### src/rtl/uart_pkg.sv
// Shared definitions for the 8N1 UART receiver: FSM states, default bit
// period and data width.
package uart_pkg;

  localparam int DEFAULT_CLKS_PER_BIT = 16;
  localparam int DATA_BITS            = 8;

  typedef enum logic [1:0] {
    IDLE  = 2'd0,
    START = 2'd1,
    DATA  = 2'd2,
    STOP  = 2'd3
  } uart_state_e;

endpackage

### src/rtl/uart_rx_sync.sv
// Input conditioning for the receiver: two-flop synchronizer on the
// asynchronous serial pin, a one-cycle delayed copy of the synchronized
// level, and a falling-edge strobe derived from the two.
module uart_rx_sync (
  input  logic clk,
  input  logic rst_n,
  input  logic rx_i,
  output logic rx_s_o,
  output logic fall_o
);

  logic meta_q;
  logic sync_q;
  logic prev_q;

  // Synchronize the pin and keep the previous synchronized level; all flops
  // reset to the idle (high) line level so reset never looks like an edge.
  always_ff @(posedge clk or negedge rst_n) begin
    if (!rst_n) begin
      meta_q <= 1'b1;
      sync_q <= 1'b1;
      prev_q <= 1'b1;
    end else begin
      meta_q <= rx_i;
      sync_q <= meta_q;
      prev_q <= sync_q;
    end
  end

  assign rx_s_o = sync_q;
  assign fall_o = prev_q & ~sync_q;

endmodule

### src/rtl/uart_rx.sv
// 8N1 UART receiver. Detects the start edge, checks the start bit at
// mid-bit, shifts in eight data bits LSB first and checks the stop bit.
// Good frames update rxbyte with a one-cycle rxvalid pulse; a low stop bit
// gives a one-cycle framing_err pulse and leaves rxbyte untouched.
// Build option: UART_RX_MAJORITY_EN makes every sample a 2-of-3 vote over
// the synchronized line at t-2, t-1 and t instead of the single level at t.
module uart_rx
  import uart_pkg::*;
#(
  parameter int CLKS_PER_BIT = DEFAULT_CLKS_PER_BIT
) (
  input  logic       clk,
  input  logic       rst_n,
  input  logic       rx,
  output logic [7:0] rxbyte,
  output logic       rxvalid,
  output logic       framing_err,
  output logic       busy
);

  localparam int H  = CLKS_PER_BIT / 2;
  localparam int CW = $clog2(CLKS_PER_BIT);
  localparam int BW = $clog2(DATA_BITS);
  localparam logic [CW-1:0] CNT_LAST = CW'(CLKS_PER_BIT - 1);
  // Counter starts at 0 in the cycle after the edge, so the mid-start-bit
  // sample (H cycles after the edge) happens at count H-1.
  localparam logic [CW-1:0] CNT_HALF = CW'(H - 1);
  localparam logic [BW-1:0] BIT_LAST = BW'(DATA_BITS - 1);

  if (CLKS_PER_BIT < 4 || CLKS_PER_BIT > 65535) begin : g_bad_cfg
    $error("uart_rx: CLKS_PER_BIT must be in 4..65535");
  end

  uart_state_e          state_q, state_d;
  logic [CW-1:0]        cnt_q, cnt_d;
  logic [BW-1:0]        bit_q, bit_d;
  logic [DATA_BITS-1:0] shift_q, shift_d;
  logic [7:0]           rxbyte_q, rxbyte_d;
  logic                 rxvalid_q, rxvalid_d;
  logic                 ferr_q, ferr_d;

  logic rx_s;
  logic fall;
  logic sample;

  uart_rx_sync u_sync (
    .clk    (clk),
    .rst_n  (rst_n),
    .rx_i   (rx),
    .rx_s_o (rx_s),
    .fall_o (fall)
  );

`ifdef UART_RX_MAJORITY_EN
  // hist_q[0] is rx_s one cycle ago, hist_q[1] two cycles ago; together with
  // the live rx_s they form the three-sample voting window.
  logic [1:0] hist_q;

  // Shift the synchronized line into the voting history.
  always_ff @(posedge clk or negedge rst_n) begin
    if (!rst_n) begin
      hist_q <= 2'b11;
    end else begin
      hist_q <= {hist_q[0], rx_s};
    end
  end

  assign sample = (hist_q[1] & hist_q[0]) | (hist_q[1] & rx_s) | (hist_q[0] & rx_s);
`else
  assign sample = rx_s;
`endif

  // State, counters, shift register and output registers.
  always_ff @(posedge clk or negedge rst_n) begin
    if (!rst_n) begin
      state_q   <= IDLE;
      cnt_q     <= '0;
      bit_q     <= '0;
      shift_q   <= '0;
      rxbyte_q  <= '0;
      rxvalid_q <= 1'b0;
      ferr_q    <= 1'b0;
    end else begin
      state_q   <= state_d;
      cnt_q     <= cnt_d;
      bit_q     <= bit_d;
      shift_q   <= shift_d;
      rxbyte_q  <= rxbyte_d;
      rxvalid_q <= rxvalid_d;
      ferr_q    <= ferr_d;
    end
  end

  // Next-state logic: bit timing, sampling decisions and result strobes.
  always_comb begin
    state_d   = state_q;
    cnt_d     = cnt_q;
    bit_d     = bit_q;
    shift_d   = shift_q;
    rxbyte_d  = rxbyte_q;
    rxvalid_d = 1'b0;
    ferr_d    = 1'b0;
    unique case (state_q)
      IDLE: begin
        if (fall) begin
          state_d = START;
          cnt_d   = '0;
        end
      end
      START: begin
        if (cnt_q == CNT_HALF) begin
          cnt_d   = '0;
          bit_d   = '0;
          // A line already back high at mid-start-bit was a glitch.
          state_d = sample ? IDLE : DATA;
        end else begin
          cnt_d = cnt_q + 1'b1;
        end
      end
      DATA: begin
        if (cnt_q == CNT_LAST) begin
          cnt_d   = '0;
          shift_d = {sample, shift_q[DATA_BITS-1:1]};
          if (bit_q == BIT_LAST) begin
            bit_d   = '0;
            state_d = STOP;
          end else begin
            bit_d = bit_q + 1'b1;
          end
        end else begin
          cnt_d = cnt_q + 1'b1;
        end
      end
      STOP: begin
        if (cnt_q == CNT_LAST) begin
          cnt_d   = '0;
          state_d = IDLE;
          if (sample) begin
            rxbyte_d  = shift_q;
            rxvalid_d = 1'b1;
          end else begin
            ferr_d = 1'b1;
          end
        end else begin
          cnt_d = cnt_q + 1'b1;
        end
      end
      default: state_d = IDLE;
    endcase
  end

  assign rxbyte      = rxbyte_q;
  assign rxvalid     = rxvalid_q;
  assign framing_err = ferr_q;
  assign busy        = (state_q != IDLE);

endmodule

### config.mk
export PLATFORM = sky130hd
export DESIGN_NAME = uart_rx
export DESIGN_NICKNAME = d
export VERILOG_FILES = /design/src/rtl/uart_pkg.sv /design/src/rtl/uart_rx_sync.sv /design/src/rtl/uart_rx.sv
export SDC_FILE = /design/constraint.sdc
export NUM_CORES = 1
export LEC_CHECK = 0
export CORE_MARGIN = 3
export CORE_UTILIZATION = 45
export DETAILED_ROUTE_END_ITERATION = 8
export HOLD_SLACK_MARGIN = 0.15
export PLACE_DENSITY = 0.68
export SYNTH_ARGS = -nofsm -noshare
export SYNTH_HDL_FRONTEND = slang
export SYNTH_SLANG_ARGS = --single-unit
### constraint.sdc
create_clock -name clk -period 1.7 [get_ports clk]
set_clock_uncertainty 0.15 [all_clocks]
set_input_delay 0.17 -clock clk [delete_from_list [all_inputs] [get_ports clk]]
set_output_delay 0.17 -clock clk [all_outputs]
set_load 0.005 [all_outputs]
-- Yosys cells after proc, flatten, opt, wreduce, memory -nomap -nowiden
Cells that the tools add are included.
- bits in registers: 30
- input port bits: 3
- output and inout port bits: 11
- $add $sub $neg: 2
- eq/ne operators: 11
- multiplexer cells: 21
- bitwise gates (word level): 2
- reduce and logical (&&, ||, !) cells: 8
- operator list (cell ; number):
    $mux 2 ; 6
    $mux 4 ; 3
    $pmux 4 s3 ; 1
    $ne 2x2->1 const B ; 5
    $mux 3 ; 3
    $pmux 2 s4 ; 1
    $mux 1 ; 6
    $pmux 3 s2 ; 1
    $reduce_and 3->1 ; 2
    $reduce_and 5->1 ; 1
    $add 4x1->4 const B ; 1
    $eq 2x2->1 const B ; 2
    $eq 4x3->1 const B ; 1
    $eq 4x4->1 const B ; 1
    $reduce_bool 2->1 ; 2
    $add 3x1->3 const B ; 1
    $eq 3x3->1 const B ; 1
    $eq 2x1->1 const B ; 1
    $logic_not 2->1 ; 1
    $reduce_and 2->1 ; 1
    $reduce_or 2->1 ; 1
    $and 1x1->1 ; 1
    $not 1->1 ; 1

-- Logic depth before layout (Yosys ltp)
Gate-level depths: netlist (run 1).
- word-level depth: 4
- mapped depth: 5

-- Hierarchy
Synthesis (run 1) repeated with hierarchy kept, for this count alone.
- cells, all modules: 107
- area, all modules: 1347.5 µm²
- modules (own cells, without submodules) (module ; instances ; cells each ; area each (µm²) ; sequential area each (µm²)):
    uart_rx ; 1 ; 103 ; 1255.0 ; 675.6
    uart_rx_sync ; 1 ; 4 ; 92.6 ; 78.8

-- Worst setup path before layout (run 1)
No wires, ideal clock.
- kind: register to register
- start point: reg cnt_q[0]
- end point: reg rxbyte_q[0], in the netlist rxbyte[0]
- setup time: 0.125 ns
- arrival time: 1.476 ns
- required time: 1.425 ns
- path slack: -0.051 ns
- cell stages (with the launch flop): 5
- path buffers: 0
- clock period less this slack: 1.751 ns
- cells stage by stage: dfrtp_1 > ha_1 > nand3_2 > nor3_4 > mux2_2
- cells in the longest elaborated chain, start to end: 2
- RTL lines (element ; line ; source):
    start: declaration ; uart_rx.sv:35 ; logic [CW-1:0] cnt_q, cnt_d;
    start signal: assignment ; uart_rx.sv:85 ; cnt_q <= cnt_d;
    $eq 4x4->1 ; uart_rx.sv:135 ; if (cnt_q == CNT_LAST) begin
    $reduce_and 3->1 (no line) ; - ;
    end signal: assignment ; uart_rx.sv:88 ; rxbyte_q <= rxbyte_d;
    end: declaration ; uart_rx.sv:38 ; logic [7:0] rxbyte_q, rxbyte_d;
Every way passes these cells.
A chain may end at the register's enable or synchronous reset.

-- Final worst setup path (run 1)
- start point: reg cnt_q[0]
- end point: reg shift_q[6]
- cells in the longest elaborated chain, start to end: 2
- RTL lines (element ; line ; source):
    $eq 4x4->1 ; uart_rx.sv:121 ; if (cnt_q == CNT_LAST) begin
    $reduce_and 2->1 (no line) ; - ;
    end signal: assignment ; uart_rx.sv:87 ; shift_q <= shift_d;
    end: declaration ; uart_rx.sv:37 ; logic [DATA_BITS-1:0] shift_q, shift_d;
Every way passes these cells.

==> results of run 1 <==
## cell type report
type | count | area (sq um) | share of cell area [%]
clock buffer | 6 | 51.3 | 2.93
clock inverter | 2 | 12.5 | 0.715
inverter | 5 | 18.8 | 1.07
multi-input combinational | 66 | 581 | 33.2
sequential | 30 | 757 | 43.2
tap | 31 | 38.8 | 2.22
timing repair buffer | 34 | 292 | 16.7
## per-stage QoR
step | utilization (%) | total power, W
after floorplan | - | 0.00138
after global placement | 57.6 | 0.00164
after detailed placement | 57.6 | 0.00166
after CTS | 62.7 | 0.00220
after global routing | 62.9 | 0.00234
final | 62.9 | 0.00217
## kinds of logic after synthesis
logic type	after synthesis	synth area share [%]
multiplexers	18	15.1
buffers and inverters	10	3.20
AND/OR/NAND/NOR	27	13.1
flip-flops	30	56.7
AO/OA/AOI/OAI	18	9.12
adder cells (fa/ha/maj)	3	2.82
## cell usage in the layout (no fill, tap or decap), types with 3 or more instances in the layout
cell type	n
mux2_2	14
o21ai_0	3
dfrtp_1	25
a21oi_1	5
nand2_1	6
mux2_4	3
clkdlybuf4s50_1	12
buf_4	19
dfstp_2	3
clkbuf_4	5
inv_1	5
## sequential cells by signal, summed over array words and instances, names as in the netlist, named ones only
signal / count
bit_q: 3
cnt_q: 4
framing_err: 1
rxbyte: 8
rxvalid: 1
shift_q: 8
state_q: 1
u_sync.meta_q: 1
u_sync.prev_q: 1
u_sync.rx_s_o: 1
## Yosys cell counts
| cell type | instances | share of area (%) |
|---|---|---|
| dfrtp_1 | 27 | 51 |
| mux2_2 | 17 | 14 |
| nand2_1 | 6 | 1.7 |
| a21oi_1 | 5 | 1.9 |
| inv_1 | 5 | 1.4 |
| clkbuf_1 | 3 | 0.85 |
| dfstp_2 | 3 | 5.9 |
| ha_1 | 3 | 2.8 |
| nor2_1 | 3 | 0.85 |
| o21ai_0 | 3 | 1.1 |
| a211oi_1 | 2 | 1.1 |
| a41oi_1 | 2 | 1.3 |
| nand2b_1 | 2 | 0.94 |
| nand3_1 | 2 | 0.75 |
| nand3b_1 | 2 | 1.1 |
| nor3b_1 | 2 | 1.1 |
| a211o_1 | 1 | 0.66 |
| a21boi_0 | 1 | 0.56 |
| a221o_1 | 1 | 0.75 |
| a22o_1 | 1 | 0.66 |
| a31oi_1 | 1 | 0.47 |
| and3_1 | 1 | 0.47 |
| and4b_2 | 1 | 0.85 |
| buf_2 | 1 | 0.38 |
| buf_4 | 1 | 0.56 |
| mux2i_1 | 1 | 0.75 |
| nand3_2 | 1 | 0.75 |
| nand4_1 | 1 | 0.47 |
| nand4b_1 | 1 | 0.66 |
| nor2b_1 | 1 | 0.47 |
| nor3_1 | 1 | 0.38 |
| nor3_4 | 1 | 1.2 |
| o211ai_1 | 1 | 0.56 |
| or3b_1 | 1 | 0.66 |
| or3b_2 | 1 | 0.66 |
## power by group
group	internal [W]	total (W)	switching (W)
clock network	0.000199	0.000440	0.000241
logic	0.000416	0.000796	0.000380
registers	0.000815	0.000934	0.000119
## how the worst max path moves through the flow
stage | end | slack [ns] | cells past startpoint
floorplan | shift_q[0] | 0.03 | 5
global placement | shift_q[0] | 0.02 | 5
detailed placement | shift_q[1] | -0.02 | 5
CTS | shift_q[4] | -0.003 | 5
global route | shift_q[6] | -0.03 | 5
finish | shift_q[6] | 0.05 | 5
## what timing repair did
action / in CTS / in global routing
pin swaps: 2 / 1
endpoints found under the hold margin: 28 / 0
resized for setup: 9 / 4
hold buffers: 2 / 0
setup endpoints to repair: 9 / 9
setup buffers: 4 / 0
gates cloned: 1 / 0
## per-layer routing
metal,vias up,track usage (%),routed length [um]
met3,4,5.74,67
met5,-,0,0
met2,13,24.5,1210
met1,464,22.1,1200
li1,455,-,-
met4,0,4.75,30
## worst reg2reg max path, cell delays in order (launching register included)
cell,delay [ns]
dfrtp_1,0.40
ha_4,0.17
nand3_4,0.10
nor3b_2,0.20
buf_4,0.18
mux2_2,0.33
==> impl_results.md, run 1 <==
- Global route total overflow: 0
- Launch point of the worst reg-to-reg path: cnt_q[0]
- Synth Net Count: 112
- CTS buffer count: 5
- Final setup viols: 0
- Clock-pin slew on the worst setup and hold paths: 0.10 ns
- Filler instances: 221
- HP Start: u_sync.meta_q
- Timing startpoint of the critical path: cnt_q[0]
- Final min period: 1.65 ns
- Post-layout nets: 148
- Pin count of the biggest net entering global routing: 31
- Antenna violation net count after detailed routing: 0
- CP cell instances: ha_4 > nand3_4 > nor3b_2 > buf_4 > mux2_2
- Largest stage delay, worst path: 0.40 ns
- Count of TritonRoute iterations in the first routing pass: 4
- Run status: completed
- Post-placement worst setup slack: -0.0235 ns
- Placement row count: 19
- Proportion of synthesized chip area in sequential cells: 56.7%
- Post-Syn Area: 1330 sq um
- Half-perimeter wire length after detailed placement: 1720 um
- Power per cell area: 1240 nW/um^2
- Antenna violations before repair: 0
- Achievable clock frequency: 606 MHz
- Die Ht: 60.4 um
- RSZ-0062 raised after global routing: true
- Number of vias after detailed routing: 936
- # H-tree levels: 2
- Total Routing Usage GR: 16.2%
- Min-Delay Endpoint: u_sync.rx_s_o
- Largest fanout on the critical path: 5
- Number of global-route vias before repair: 928
- Post-synthesis register bit count: 30
- Number of distinct library cells after synthesis: 35
- Data required time at the worst endpoint: 1.74 ns
- Placed cell areas: 1600 sq um
- Placed Cells incl. Taps: 160
- Root buf cell: clkbuf_4
- Critical path class: reg2reg
- DRT iter0 DRCs: 21
- Number of inserted diodes: 0
- Die area: 3650 sq um
- Routed wire length: 2510 um
- CP Buf/Inv Count: 1
- Worst hold path type: reg2reg
- Longest Clk Path Bufs: 2
- Global-route wire length before repair: 4260 um
- Critical Path Start Type: flop
- Hold path cells: 0
- Floorplan Core Area: 2780 sq um
- Register-to-Register Setup Slack: 0.05 ns
- Cell count of the worst reg-to-reg path: 5
- Die extent in x: 60.4 um
- Max-capacitance violation count: 0
- Starting density of the core: 47.9%
- Finished Cell Area: 1750 sq um
- Hold Violations, Final: 0
- Vias per Instance: 5.38
- Crit path capture type: flop
- Sinks on the clock net: 30
- Top-Level Pins: 14
- Later-pin clock latency in the skew report: 0.32 ns
- VDD IR-drop max: 0.899 mV
- Final worst setup slack: 0.0491 ns
- Fin crit share: 97.1%
- Layout cell share with drive strength beyond 1: 39.9%
- Number of pins with negative max-slew slack in the final report: 0
- Worst-case headroom to the max-slew limit: 75.7%
- Mean routed wirelength per cell: 14.4 um
- TritonCTS clock tree: done
- Synth Warn #: 0
- Layout Area Growth over Synthesis: 31.5%
- Placer Congestion: 0.803
- Post-Synthesis Cells: 106
- Family with the most delay on the worst path: flip-flops
- DRC Markers: 0
- Data arrival at the endpoint of the critical path: 1.70 ns
- Cell Count, Final, Fillers Out: 174
- Leakage Power: 0.807 nW
- Final hold slack: 0.213 ns
- I/O Buffers: 13
- Sum Neg Setup Slack: 0 ns
- Average cell area after synthesis: 12.6 sq um
- Slew of the pin with the lowest slew margin: 0.364 ns
- Worst r2r dst: shift_q[6]
- Critical-path cell with the highest stage delay: dfrtp_1
(Power assumes the default switching activity.)
==> run 2: changes to the inputs <==
- CAP_MARGIN: not set -> 20
- GPL_TIMING_DRIVEN: not set -> 0
- HOLD_SLACK_MARGIN: 0.15 -> 0.05
==> impl_results.md, run 2 (same netlist as run 1, synthesis figures left out) <==
- I/O Buffers: 13
- Die extent in x: 60.4 um
- Layout cell share with drive strength beyond 1: 42.8%
- Data required time at the worst endpoint: 1.79 ns
- Worst hold path type: in2async
- Post-layout nets: 150
- Sequential fraction of design power: 39.5%
- Placer Congestion: 0.917
- Most common library cell in the layout ignoring fill and taps: dfrtp_1
- Later-pin clock latency in the skew report: 0.34 ns
- Top-Level Pins: 14
- Family with the most delay on the worst path: flip-flops
- Crit path capture type: flop
- Final setup viols: 9
- Vias per Instance: 5.70
- Placed cell areas: 1540 sq um
- Global-route track usage on met3: 6.60%
- Post-placement worst setup slack: -0.181 ns
- Count of TritonRoute iterations in the first routing pass: 4
- Register-to-Register Setup Slack: -0.07 ns
- Commonest cells after routing, fill and taps aside: dfrtp_1 (26), mux2_4 (14), clkdlybuf4s50_1 (12), buf_4 (11), buf_6 (7)
- Number of global-route vias before repair: 996
- CP cell instances: ha_4 > nand3_4 > nor3b_4 > buf_6 > mux2_2
- RSZ-0062 raised after global routing: true
- Sw Pwr: 0.000844 W
- CTS buffer count: 5
- Critical Path Start Type: flop
- GRT met2 Usage: 28.1%
- Placement row count: 19
- Pin count of the biggest net entering global routing: 20
- Sinks on the clock net: 30
- Largest fanout on the critical path: 5
- Floorplan Core Area: 2780 sq um
- VDD IR-drop max: 0.914 mV
- Internal power: 0.00150 W
- Layout Area Growth over Synthesis: 40.0%
- Global route total overflow: 0
- Worst-case headroom to the max-slew limit: 56.3%
- Die Ht: 60.4 um
- Finished Cell Area: 1860 sq um
- Die area: 3650 sq um
- Fin crit share: 104%
- Critical path class: reg2reg
- Max-capacitance violation count: 0
- Fraction of power consumed by the clock network: 19.9%
- Root buf cell: clkbuf_4
- Sum Neg Setup Slack: -0.351 ns
- Hold Violations, Final: 0
- # H-tree levels: 2
- Slew of the pin with the lowest slew margin: 0.653 ns
- Placed Cells incl. Taps: 151
- DRC Markers: 0
- DRT iter0 DRCs: 25
- Most congested layer reported by global routing: met2
- Data arrival at the endpoint of the critical path: 1.86 ns
- Number of inserted diodes: 0
- TritonCTS clock tree: done
- Number of vias after detailed routing: 1,003
- Final min period: 1.77 ns
- Half-perimeter wire length after detailed placement: 1790 um
- Largest stage delay, worst path: 0.41 ns
- Number of pins with negative max-slew slack in the final report: 0
- CP Buf/Inv Count: 1
- Cell Count, Final, Fillers Out: 176
- Longest Clk Path Bufs: 2
- Global-route wire length before repair: 4700 um
- Leakage Power: 0.850 nW
- Antenna violations before repair: 0
- Filler instances: 200
- Met1 layer usage reported by global route: 22.5%
- Achievable clock frequency: 565 MHz
- Part of the total power dissipated in combinational logic: 40.7%
- Final worst setup slack: -0.0712 ns
- Routed wire length: 3210 um
- Power per cell area: 1260 nW/um^2
- Switching Share: 36.0%
- Critical-path cell with the highest stage delay: dfrtp_1
- Mean routed wirelength per cell: 18.2 um
- Antenna violation net count after detailed routing: 0
- Run status: complete, but fails checks
- Starting density of the core: 47.9%
- Failing checks: negative setup slack
- Clock-pin slew on the worst setup and hold paths: 0.11 ns
- Total Routing Usage GR: 18.2%
==> run 2: area by class of cell <==
class                      count  area (sq um)  share of cell area (%)
buffer                         5          38.8                    2.08
sequential                    30           756                    40.5
tap                           31          38.8                    2.08
timing repair buffer          31           308                    16.5
clock buffer                   6          51.3                    2.75
multi-input combinational     66           641                    34.4
inverter                       5          18.8                    1.01
clock inverter                 2          12.5                   0.671
==> run 2: final timing paths <==
kind                                from            end  cells after the start
setup / recovery                cnt_q[0]     shift_q[0]                      5
hold / removal                     rst_n       cnt_q[3]                      1
setup reg to reg                cnt_q[0]     shift_q[0]                      5
hold reg to reg            u_sync.meta_q  u_sync.rx_s_o                      0
min in group clk                      rx  u_sync.meta_q                      1
max in group asynchronous          rst_n      rxbyte[4]                      2
==> run 2: timing repair <==
item / in CTS / in global routing
pin swaps: 3 / 5
hold buffers: 0 / 0
endpoints found under the setup margin: 17 / 22
resized for setup: 20 / 21
cloned: 1 / 0
buffers inserted: 12 / 5
endpoints found under the hold margin: 0 / 0
==> run 2: metal layers <==
layer / wire, um / vias up
li1: - / 459
met1: 1370 / 510
met2: 1610 / 24
met3: 122 / 10
met4: 109 / 0
met5: 0 / -
==> run 2: per-stage QoR <==
stage	hold WS [ns]	util, %	total power, W
after global routing	0.0833	67.0	0.00246
final	0.0678	67.0	0.00234
after detailed placement	0.203	55.4	0.00156
after CTS	0.0769	63.4	0.00221
after global placement	0.199	54.4	0.00151
after floorplan	-0.276	-	0.00138
==> run 2: power groups by stage <==
| stage | logic, W | registers [W] | clock network, W |
|---|---|---|---|
| 2_1_floorplan | 0.000474 | 0.000902 | 0 |
| 3_3_place_gp | 0.000585 | 0.000922 | 0 |
| 3_5_place_dp | 0.000626 | 0.000930 | 0 |
| 4_1_cts | 0.000828 | 0.000913 | 0.000472 |
| 5_1_grt | 0.00103 | 0.000935 | 0.000497 |
| 6_report | 0.000952 | 0.000924 | 0.000465 |
